<file path="src/rtl/acq_peak_search_ctrl.sv">
// Acquisition peak search sequencer: running max/index over a magnitude stream, then threshold decision.
// Optional SECOND_PEAK_EN adds a non-adjacent second-peak tracker (o_second_val/o_second_idx).
module acq_peak_search_ctrl #(
  parameter  int unsigned DATA_WIDTH = 32,
  parameter  int unsigned BIN_COUNT  = 4096,
  localparam int unsigned IDX_W      = $clog2(BIN_COUNT)
) (
  input  logic                  i_clk,
  input  logic                  i_rst,
  input  logic                  i_start,
  input  logic [DATA_WIDTH:0]   i_threshold,
  input  logic [DATA_WIDTH:0]   s_axis_tdata,
  input  logic                  s_axis_tvalid,
  input  logic                  s_axis_tlast,
  output logic                  s_axis_tready,
  output logic                  o_busy,
  output logic                  o_done,
  output logic [DATA_WIDTH:0]   o_peak_val,
  output logic [IDX_W-1:0]      o_peak_idx,
  output logic                  o_detect,
  output logic                  o_len_err
`ifdef SECOND_PEAK_EN
  ,
  output logic [DATA_WIDTH:0]   o_second_val,
  output logic [IDX_W-1:0]      o_second_idx
`endif
);

  typedef enum logic [1:0] {IDLE, SEARCH, DECIDE, DONE} state_t;

  state_t                state;
  logic [DATA_WIDTH:0]   max_q;
  logic [IDX_W-1:0]      idx_q;
  logic [IDX_W-1:0]      count_q;
  logic [DATA_WIDTH:0]   thr_q;
  logic                  len_err_q;
  logic                  beat;
  logic                  last_bin;

  assign beat     = s_axis_tvalid & s_axis_tready;
  assign last_bin = (count_q == IDX_W'(BIN_COUNT - 1));

`ifdef SECOND_PEAK_EN
  logic [DATA_WIDTH:0]   sec_val_q;
  logic [IDX_W-1:0]      sec_idx_q;
  logic [IDX_W-1:0]      peak_dist;
  logic                  far_from_peak;

  always_comb begin
    peak_dist     = (count_q >= idx_q) ? (count_q - idx_q) : (idx_q - count_q);
    far_from_peak = (peak_dist > IDX_W'(1));
  end
`endif

  always_ff @(posedge i_clk or posedge i_rst) begin
    if (i_rst) begin
      state         <= IDLE;
      max_q         <= '0;
      idx_q         <= '0;
      count_q       <= '0;
      thr_q         <= '0;
      len_err_q     <= 1'b0;
      s_axis_tready <= 1'b0;
      o_busy        <= 1'b0;
      o_done        <= 1'b0;
      o_peak_val    <= '0;
      o_peak_idx    <= '0;
      o_detect      <= 1'b0;
      o_len_err     <= 1'b0;
`ifdef SECOND_PEAK_EN
      sec_val_q     <= '0;
      sec_idx_q     <= '0;
      o_second_val  <= '0;
      o_second_idx  <= '0;
`endif
    end else begin
      o_done <= 1'b0;
      case (state)
        IDLE: begin
          if (i_start) begin
            state         <= SEARCH;
            max_q         <= '0;
            idx_q         <= '0;
            count_q       <= '0;
            thr_q         <= i_threshold;
            len_err_q     <= 1'b0;
            s_axis_tready <= 1'b1;
            o_busy        <= 1'b1;
            o_peak_val    <= '0;
            o_peak_idx    <= '0;
            o_detect      <= 1'b0;
            o_len_err     <= 1'b0;
`ifdef SECOND_PEAK_EN
            sec_val_q     <= '0;
            sec_idx_q     <= '0;
            o_second_val  <= '0;
            o_second_idx  <= '0;
`endif
          end
        end
        SEARCH: begin
          if (beat) begin
            if (s_axis_tdata > max_q) begin
              max_q <= s_axis_tdata;
              idx_q <= count_q;
`ifdef SECOND_PEAK_EN
              // The displaced peak becomes second only if it is not a neighbour of the new one.
              if (far_from_peak) begin
                sec_val_q <= max_q;
                sec_idx_q <= idx_q;
              end
            end else if ((s_axis_tdata > sec_val_q) && far_from_peak) begin
              sec_val_q <= s_axis_tdata;
              sec_idx_q <= count_q;
`endif
            end
            if (!last_bin)
              count_q <= count_q + IDX_W'(1);
            if (s_axis_tlast || last_bin) begin
              // Exactly one of the two end conditions alone means a length mismatch.
              len_err_q     <= (s_axis_tlast != last_bin);
              s_axis_tready <= 1'b0;
              state         <= DECIDE;
            end
          end
        end
        DECIDE: begin
          o_peak_val <= max_q;
          o_peak_idx <= idx_q;
          o_detect   <= (max_q > thr_q);
          o_len_err  <= len_err_q;
`ifdef SECOND_PEAK_EN
          o_second_val <= sec_val_q;
          o_second_idx <= sec_idx_q;
`endif
          o_busy     <= 1'b0;
          o_done     <= 1'b1;
          state      <= DONE;
        end
        DONE: begin
          state <= IDLE;
        end
        default: state <= IDLE;
      endcase
    end
  end

endmodule

</file>
<file path="config.mk">
export PLATFORM = sky130hd
export DESIGN_NAME = acq_peak_search_ctrl
export DESIGN_NICKNAME = d
export VERILOG_FILES = /design/src/rtl/acq_peak_search_ctrl.sv
export SDC_FILE = /design/constraint.sdc
export NUM_CORES = 1
export LEC_CHECK = 0
export ABC_AREA = 1
export BUFFER_PORTS_ARGS = -buffer_cell sky130_fd_sc_hd__clkbuf_2
export CAP_MARGIN = 10
export CORE_MARGIN = 2
export CORE_UTILIZATION = 35
export CTS_BUF_LIST = sky130_fd_sc_hd__clkbuf_4
export CTS_CLUSTER_SIZE = 12
export DETAILED_ROUTE_END_ITERATION = 7
export PLACE_DENSITY = 0.56
export SLEW_MARGIN = 20
export SYNTH_ARGS = -nofsm -noshare
export SYNTH_HDL_FRONTEND = slang
export SYNTH_SLANG_ARGS = --single-unit
</file>
<file path="constraint.sdc">
create_clock -name i_clk -period 6.5 [get_ports i_clk]
set_input_delay 1.3 -clock i_clk [delete_from_list [all_inputs] [get_ports i_clk]]
set_output_delay 1.3 -clock i_clk [all_outputs]
set_load 0.02 [all_outputs]
</file>
==> metrics.cfg, run 1 <==
[synth]
synthCells = 958
ys_types = 37
synth-seq-area-share_pct = 46.01
synth_fp_nets = 1100
synth_seq_cells = 143
ys_warn_count = 0
syn_area_um2 = 7777
synth_edf_count = 0
ys.flop_type = dfrtp_1
syn_area_per_cell_um2 = 8.118
async_reset_ff_share_pct = 100.0

[place]
portBuffers = 120
place_congestion = 0.7729
postPlaceCellArea_um2 = 8577
hpwlAfterDp_um = 14040

[critical_path]
setup.worst_path.start_class = primary input
endpoint_kind = flop
slowest_delay_ns = 0.30
worstSetupPathType = primary input to flop
ff2ff_path_depth = 10
critPathRequiredTime_ns = 6.93
crit_buf_inv = 1
critPathSlowestCell = ha_1
cp_cell_sequence = clkbuf_2 -> ha_1 -> nand2_1 -> nor2_1 -> nand2_1 -> nor2_1 -> nand2_1 -> nand2_1 -> nor2_1 -> nand2_2 -> nand2_4 -> nand2_8 -> nand2_8 -> nand2_1 -> nand2_1
cp_max_fo = 46
arrival_ns = 3.36
cp_common_cell = nand2_1
cp_num_cells = 15
critical_path.top_delay_family = simple AND/OR/NAND/NOR gates

[drt]
drtAntennaViolNets = 0
drt_iter0_drc = 335
dr.pass1.iters = 4
drc = 0
wl_per_cell_um = 14.54
viasPerCell = 4.620
vias = 6279
routed_wl_um = 19760

[floorplanning]
rows = 54
die_h_um = 153.1
die_w_um = 153.1
start_util_pct = 35.64
die_area_um2 = 23430
boundaryPins = 121
core_um2 = 21820

[cells_and_area]
nNetsFinal = 1208
drive_gt1_share_pct = 15.77
area.growth.synth_to_final_pct = 13.88
final_common_cell = nand2_1
layout.area.seq_um2 = 3578
utilization_pct = 40.59
multiInputGateArea_um2 = 3423
fin_area_um2 = 8857
mostFrequentLayoutCells = nand2_1, inv_1, dfrtp_1
nFillCells = 2304

[clock_tree]
cts_hold_buf = 0
cts-buffers-inserted = 17
clkTransAtPathRegs_ns = 0.12
cts_resized = 0
cts_setup_buffers = 0
clock-sinks = 143
worst_skew_pair.late_latency_ns = 0.54
clockRootBuffer = clkbuf_4
cts_max_level = 4
cts_tree = done
clk_path_buf_depth = 2

[global_route]
grt.total_usage_pct = 17.48
grt_max_degree = 92
grt_pass1_wl_um = 32520
grt-ovfl-total = 0
grt_antenna_before_repair = 1
grt_pass1_vias = 6285

[timing]
clock_skew_ns = 0.02102
period_minus_slack_ns = 2.934
fin_crit_sh_pct = 45.14
fmax_ghz = 0.3408
final-max-slew-violation-count = 0
setup_violations = 0
hold_viol_final = 0
rsz0062_at_grt = false
final.setup.tns_ns = 0
relSlewSlack_pct = 29.44
whs_ns = 0.4959
tightestPinTransition_ns = 1.058

[run]
maxCapViolCount = 0

[power]
ir_drop_mv = 0.5431
power.density_nw_per_um2 = 428.3
leakage_nw = 5.026

[status]
status = complete, no violations

[hold_path]
hold_path.class = flop to flop
hold_depth = 2

==> where the power goes <==
part	total (mW)	internal, mW	switching, mW	leakage [nW]
Clock	0.594	0.275	0.319	0.157
Sequential	1.36	1.18	0.178	1.91
Combinational	1.84	0.561	1.28	2.96
Total	3.79	2.02	1.78	5.03
==> tightest hold or removal path, stage by stage, from the launching register on <==
cell	delay [ns]
dfrtp_1	0.37
nand2_1	0.05
o21ai_0	0.05
==> final timing paths <==
check                                 from              to  slack (ns)
setup / recovery           s_axis_tdata[8]        idx_q[1]        3.57
hold / removal              o_peak_val[13]  o_peak_val[13]        0.50
setup reg to reg                  state[0]     count_q[10]        3.81
hold reg to reg             o_peak_val[13]  o_peak_val[13]        0.50
max in group asynchronous            i_rst       idx_q[10]        4.37
min in group asynchronous            i_rst       max_q[24]        0.92
==> metal layers <==
| layer | share of wire [%] | up-vias | global-route usage (%) |
|---|---|---|---|
| li1 | - | 3245 | - |
| met1 | 49 | 2917 | 23.79 |
| met2 | 46 | 107 | 28.27 |
| met3 | 4.0 | 10 | 3.629 |
| met4 | 0.94 | 0 | 4.982 |
| met5 | 0 | - | 0 |
==> cell families after synthesis <==
family | count (synthesis) | synth area share, %
AO/OA/AOI/OAI | 132 | 9.331
XOR/XNOR | 3 | 0.3379
adder cells (fa/ha/maj) | 71 | 11.42
buffers and inverters | 192 | 10.01
flip-flops | 143 | 46.01
AND/OR/NAND/NOR | 417 | 22.89
==> layout make-up <==
class	count	share of cell area, %
well taps	280	3.955
inverters	157	6.710
diodes	1	0.02825
repair buffers	124	7.120
clock buffers	21	1.780
clock inverters	10	1.356
flip-flops and latches	143	40.40
multi-input cells	623	38.65
==> Yosys cell counts (2+ instances only) <==
cell type | number | area (um^2)
nand2_1 | 299 | 1122
inv_1 | 156 | 585.6
dfrtp_1 | 143 | 3578
o21ai_0 | 80 | 400.4
ha_1 | 71 | 888.4
nand3_1 | 59 | 295.3
a21oi_1 | 32 | 160.2
nor2_1 | 25 | 93.84
clkbuf_1 | 19 | 71.32
a22o_1 | 13 | 113.9
nand4_1 | 9 | 56.30
nor3_1 | 6 | 30.03
buf_6 | 5 | 56.30
buf_2 | 4 | 20.02
buf_4 | 4 | 30.03
nand2_2 | 4 | 25.02
nor2_2 | 4 | 25.02
buf_1 | 3 | 11.26
a21o_1 | 2 | 15.01
nand2_8 | 2 | 40.04
xnor2_1 | 2 | 17.52
==> through the flow <==
step / total power, mW / cells / setup slack, ns
2_1_floorplan: 2.726 / 958 / 1.362
3_3_place_gp: 3.209 / 1327 / 3.019
3_5_place_dp: 3.246 / 1327 / 3.009
4_1_cts: 3.849 / 1358 / 3.619
5_1_grt: 4.163 / 1359 / 3.300
6_report: 3.794 / 1359 / 3.566
==> registers in the layout, indices dropped and copies added (netlist names) <==
register	flops
thr_q	33
o_len_err	1
len_err_q	1
state	2
idx_q	12
o_busy	1
o_done	1
max_q	33
count_q	12
o_peak_idx	12
s_axis_tready	1
o_detect	1
o_peak_val	33
No activity file was read; power rests on OpenSTA's default activity.
==> run 2: changes to the inputs <==
Settings changed: ABC_AREA 1 to 0, PLACE_DENSITY 0.56 to 0.58.
Clock period 6.5 ns to 2.4 ns, I/O delays scaled along.
==> run 2 against run 1 <==
Hold slack worse by 0.42 ns. Highest routed layer unchanged. First-iteration DRC count fell by 34%. Largest cell class unchanged. Via count decreased by 15%. Power grew to 3.0 times the previous value. Global-route usage decreased by 0.87 points. Critical path type is now flop to flop. Cell area grew 5.0%. Core utilization is 4.1 points higher.
==> metrics.cfg, run 2 <==
[synth]
yosysTopAreaCell = dfrtp_1
synth-seq-area-share_pct = 48.55
syn_area_um2 = 7371
synth_seq_cells = 143
async_reset_ff_share_pct = 100.0
synth.most_common_cell = dfrtp_1
synth_edf_count = 0
synthTopCellsByArea = dfrtp_1, ha_1, mux2i_1
syn_area_per_cell_um2 = 11.08
ys_warn_count = 0
ys_top_cells_by_count = dfrtp_1, inv_1, ha_1, nand2_1, a22o_1
synth_fp_nets = 807
ys_types = 50
synthCells = 665
yosys.area.top_type_share_pct = 48.55
ys.flop_type = dfrtp_1

[timing]
final-max-slew-violation-count = 0
period_minus_slack_ns = 2.294
fin_crit_sh_pct = 95.59
final.setup.tns_ns = 0
fmax_ghz = 0.4359
relSlewSlack_pct = 52.39
clock_skew_ns = 0.02174
fin_ws_ns = 0.1057
hold_viol_final = 0
whs_ns = 0.07464
setup_violations = 0
tightestPinTransition_ns = 0.7116

[place]
hpwlAfterDp_um = 12910
portBuffers = 120
postPlaceCellArea_um2 = 8536
place_ws_ns = -0.2870
post-place-cells = 1073
place_congestion = 0.7702

[drt]
drc = 0
vias = 5331
drt_iter0_drc = 221
routed_wl_um = 18400
dr.pass1.iters = 4
wl_per_cell_um = 16.34
viasPerCell = 4.734
drtAntennaViolNets = 0

[clock_tree]
clkTransAtPathRegs_ns = 0.13
cts-buffers-inserted = 17
clk_path_buf_depth = 2
cts_max_level = 4
cts_tree = done
worst_skew_pair.late_latency_ns = 0.56
clock-sinks = 143
clockRootBuffer = clkbuf_4

[critical_path]
critPathRequiredTime_ns = 2.83
arrival_ns = 2.73
cp_max_fo = 3
endpoint_kind = flop
ff2ff_path_depth = 9
worstSetupPathType = flop to flop
r2r_setup_slack_ns = 0.11
setup.worst_path.start_class = flop

[cells_and_area]
drive_gt1_share_pct = 33.88
final_common_cell = dfrtp_1
nFillCells = 2047
nNetsFinal = 981
top_regs = max_q (33), o_peak_val (33), thr_q (33)
stdcell_count = 1126
area.growth.synth_to_final_pct = 26.12
fin_area_um2 = 9296
mostFrequentLayoutCells = dfrtp_1, clkbuf_2, inv_1

[run]
maxCapViolCount = 0

[floorplanning]
die_h_um = 149.1
boundaryPins = 121
die_area_um2 = 22240
core_um2 = 20820
start_util_pct = 35.40
rows = 53
die_w_um = 149.1

[power]
ir_drop_mv = 0.5100
power.density_nw_per_um2 = 1234
leakage_nw = 4.789

[global_route]
grt_max_degree = 102
grt_pass1_wl_um = 28260
grt_antenna_before_repair = 1
grt_pass1_vias = 5340
grt-ovfl-total = 0
grt.total_usage_pct = 16.60

[status]
status = complete, no violations

[hold_path]
hold_path.class = primary input to asynchronous set/reset pin

## run 2: through the flow
| stage | total power, mW | utilization (%) |
|---|---|---|
| finish | 11.47 | 44.65 |
| global route | 12.41 | 44.65 |
| CTS | 10.95 | 42.51 |
| detailed placement | 9.195 | 40.99 |
| global placement | 9.115 | 40.99 |
| floorplan | 7.453 | - |
## run 2: layer usage
| metal | part of all wire (%) | track usage, % | vias up | wire length [um] |
|---|---|---|---|---|
| li1 | - | - | 2665 | - |
| met5 | 0 | 0 | - | 0 |
| met3 | 3.8 | 4.067 | 13 | 694 |
| met1 | 49 | 23.66 | 2541 | 9104 |
| met4 | 0.90 | 5.095 | 0 | 165 |
| met2 | 46 | 24.98 | 112 | 8431 |
## run 2: kinds of logic after synthesis
| kind of cell | Yosys count | synth area share, % |
|---|---|---|
| xor gates and xnor gates | 10 | 1.188 |
| buffers and inverters | 111 | 6.654 |
| adders and majority gates | 71 | 12.05 |
| DFF | 143 | 48.55 |
| muxes | 79 | 11.31 |
| and+or+nand+nor | 136 | 8.623 |
| AOI/OAI and AO/OA | 115 | 11.63 |
## run 2: final timing paths
check,endpoint,from
setup / recovery,idx_q[11],max_q[30]
hold / removal,o_peak_idx[9],i_rst
setup reg to reg,idx_q[11],max_q[30]
hold reg to reg,o_peak_idx[1],idx_q[1]
max in group asynchronous,max_q[9],i_rst
min in group i_clk,thr_q[14],i_threshold[14]
## run 2: power by group
group          switching (mW)  total [mW]  leakage, nW  internal (mW)
registers               0.570        3.85         1.89           3.28
clock network           0.906        1.71        0.160          0.804
logic                    3.16        5.92         2.74           2.75
total                    4.64        11.5         4.79           6.84
## run 2: timing repair
item                                    in CTS  in global routing
hold buffers                                 0                  0
resized for setup                            3                 41
gates cloned                                 0                  3
buffers inserted                             0                 19
pin swaps                                    0                 17
endpoints found under the setup margin      45                 46
## run 2: cell type report
type | instances | area, um^2 | area share (%)
sequential | 143 | 3578 | 38.49
multi-input combinational | 411 | 3563 | 38.33
timing repair buffer | 179 | 1179 | 12.68
tap | 275 | 344.1 | 3.701
inverter | 87 | 330.3 | 3.553
clock inverter | 13 | 171.4 | 1.844
clock buffer | 17 | 127.6 | 1.373
antenna | 1 | 2.502 | 0.02692
## run 2: worst max-delay path, stage by stage (launching register included)
cell	delay, ns
dfrtp_1	0.40
inv_1	0.09
ha_4	0.27
nand4_1	0.16
nor2_2	0.20
nor4b_4	0.26
a21boi_4	0.25
o31ai_4	0.09
buf_6	0.15
mux2_1	0.30
==> run 3: changes to the inputs <==
==> constraint.sdc (replaced) <==
create_clock -name i_clk -period 2.4 [get_ports i_clk]
set_input_delay 0.72 -clock i_clk [delete_from_list [all_inputs] [get_ports i_clk]]
set_output_delay 0.72 -clock i_clk [all_outputs]
set_load 0.02 [all_outputs]
==> run 3 against run 2 <==
Die area stayed put. Clock skew up 0.00095 ns. Hold slack better by 0.16 ns. Critical path depth grew 1. Combinational power is 1% lower. Clock power decreased by 13%. Sequential share of layout area shrank 0.11 points. Via count grew 1.5%. First-iteration DRC count down 16%. Non-clock buffer count rose by 8. Largest cell class unchanged.
==> metrics.cfg, run 3 (synthesis gave the netlist of run 2 again) <==
[clock_tree]
worst_skew_pair.late_latency_ns = 0.56
cts-buffers-inserted = 17
clkTransAtPathRegs_ns = 0.14
clk_path_buf_depth = 2
clock-sinks = 143
cts_tree = done
clockRootBuffer = clkbuf_4
cts_hold_buf = 0
cts_max_level = 4

[floorplanning]
core_um2 = 20820
boundaryPins = 121
rows = 53
start_util_pct = 35.40
die_area_um2 = 22240
die_w_um = 149.1
die_h_um = 149.1

[place]
hpwlAfterDp_um = 13170
portBuffers = 120
place_congestion = 0.7645
post-place-cells = 1092

[global_route]
grt-ovfl-total = 0
grt.total_usage_pct = 16.84
grt_pass1_vias = 5389
grt_antenna_before_repair = 1
grt_max_degree = 49
grt_pass1_wl_um = 28670

[critical_path]
endpoint_kind = flop
critical_path.top_delay_family = simple AND/OR/NAND/NOR gates
cp_common_cell = buf_4
cp_max_fo = 2
slowest_delay_ns = 0.40
worstSetupPathType = flop to flop
setup.worst_path.start_class = flop
cp_cell_sequence = buf_4 -> ha_1 -> nand4_1 -> nor4_2 -> buf_4 -> nand4_1 -> a21oi_2 -> buf_4 -> o41ai_2 -> a32oi_1
arrival_ns = 2.84
startpoint = max_q[17]
critPathSlowestCell = dfrtp_1
r2r_start = max_q[17]
critPathRequiredTime_ns = 2.88
crit_buf_inv = 3

[status]
status = complete, no violations

[power]
ir_drop_mv = 0.4882
leakage_nw = 4.813
power.density_nw_per_um2 = 1199

[timing]
rsz0062_at_grt = true
hold_viol_final = 0
tightestPinTransition_ns = 0.7167
clock_skew_ns = 0.02269
setup_violations = 0
fmax_ghz = 0.4232
relSlewSlack_pct = 52.04
period_minus_slack_ns = 2.363
final-max-slew-violation-count = 0
fin_crit_sh_pct = 98.45

[drt]
drc = 0
vias = 5410
viasPerCell = 4.762
routed_wl_um = 18040
dr.pass1.iters = 4
wl_per_cell_um = 15.88
drtAntennaViolNets = 0
drt_iter0_drc = 185

[run]
maxCapViolCount = 0

[hold_path]
hold_path.class = primary input to asynchronous set/reset pin

[cells_and_area]
stdcell_count = 1136
utilization_pct = 44.77
drive_gt1_share_pct = 33.26
area.growth.synth_to_final_pct = 26.48
mostFrequentLayoutCells = dfrtp_1, clkbuf_2, inv_1
final_common_cell = dfrtp_1
nFillCells = 1988
nNetsFinal = 989
top_regs = max_q (33), o_peak_val (33), thr_q (33)

## run 3: power breakdown
part / switching [mW] / internal, mW / total (mW)
registers: 0.555 / 3.28 / 3.83
clock network: 0.939 / 0.554 / 1.49
logic: 3.11 / 2.75 / 5.86
total: 4.60 / 6.58 / 11.2
## run 3: worst paths after layout
path                                  to  slack (ns)  cells after the start
hold / removal                 max_q[29]        0.24                      2
hold reg to reg            o_peak_idx[1]        0.50                      1
setup reg to reg                o_detect        0.04                     10
setup / recovery                o_detect        0.04                     10
max in group asynchronous      thr_q[22]        1.51                      3
min in group i_clk              thr_q[3]        0.38                      2
## run 3: repair_timing
action / 4_1_cts / 5_1_grt
setup buffers: 1 / 9
resized for setup: 4 / 27
endpoints found under the setup margin: 42 / 44
cloned: 0 / 2
pin swaps: 4 / 15
endpoints found under the hold margin: 0 / 0
## run 3: area by class of cell
cell class                      count  area, um^2  share of cell area (%)
Clock buffer                       20       150.1                   1.611
Sequential cell                   143        3578                   38.38
Timing Repair Buffer              187        1297                   13.92
Tap cell                          275       344.1                   3.691
Inverter                           87       330.3                   3.543
Multi-Input combinational cell    411        3508                   37.63
Antenna cell                        1       2.502                 0.02684
Clock inverter                     12       111.4                   1.194
## run 3: metal layers
| layer | share of wire, % | global-route usage, % | up-vias | wire [um] |
|---|---|---|---|---|
| li1 | - | - | 2689 | - |
| met1 | 50 | 24.17 | 2610 | 9086 |
| met2 | 45 | 25.69 | 93 | 8093 |
| met3 | 3.4 | 3.242 | 18 | 614 |
| met4 | 1.4 | 5.333 | 0 | 244 |
| met5 | 0 | 0 | - | 0 |
## run 3: per-stage QoR
step                hold slack [ns]  cell area [um^2]  setup slack [ns]  TNS (ns)  power (mW)
floorplan                    0.4661              7432           -0.1111    -15.88       7.494
finish                       0.2356              9323           0.03731         0       11.18
detailed placement           0.4768              8786           -0.5046    -20.69       9.396
global placement             0.4763              8786           -0.4271    -17.06       9.318
CTS                          0.2093              9076           0.01134         0       10.97
global route                 0.2268              9323          -0.07605    -1.611       12.11
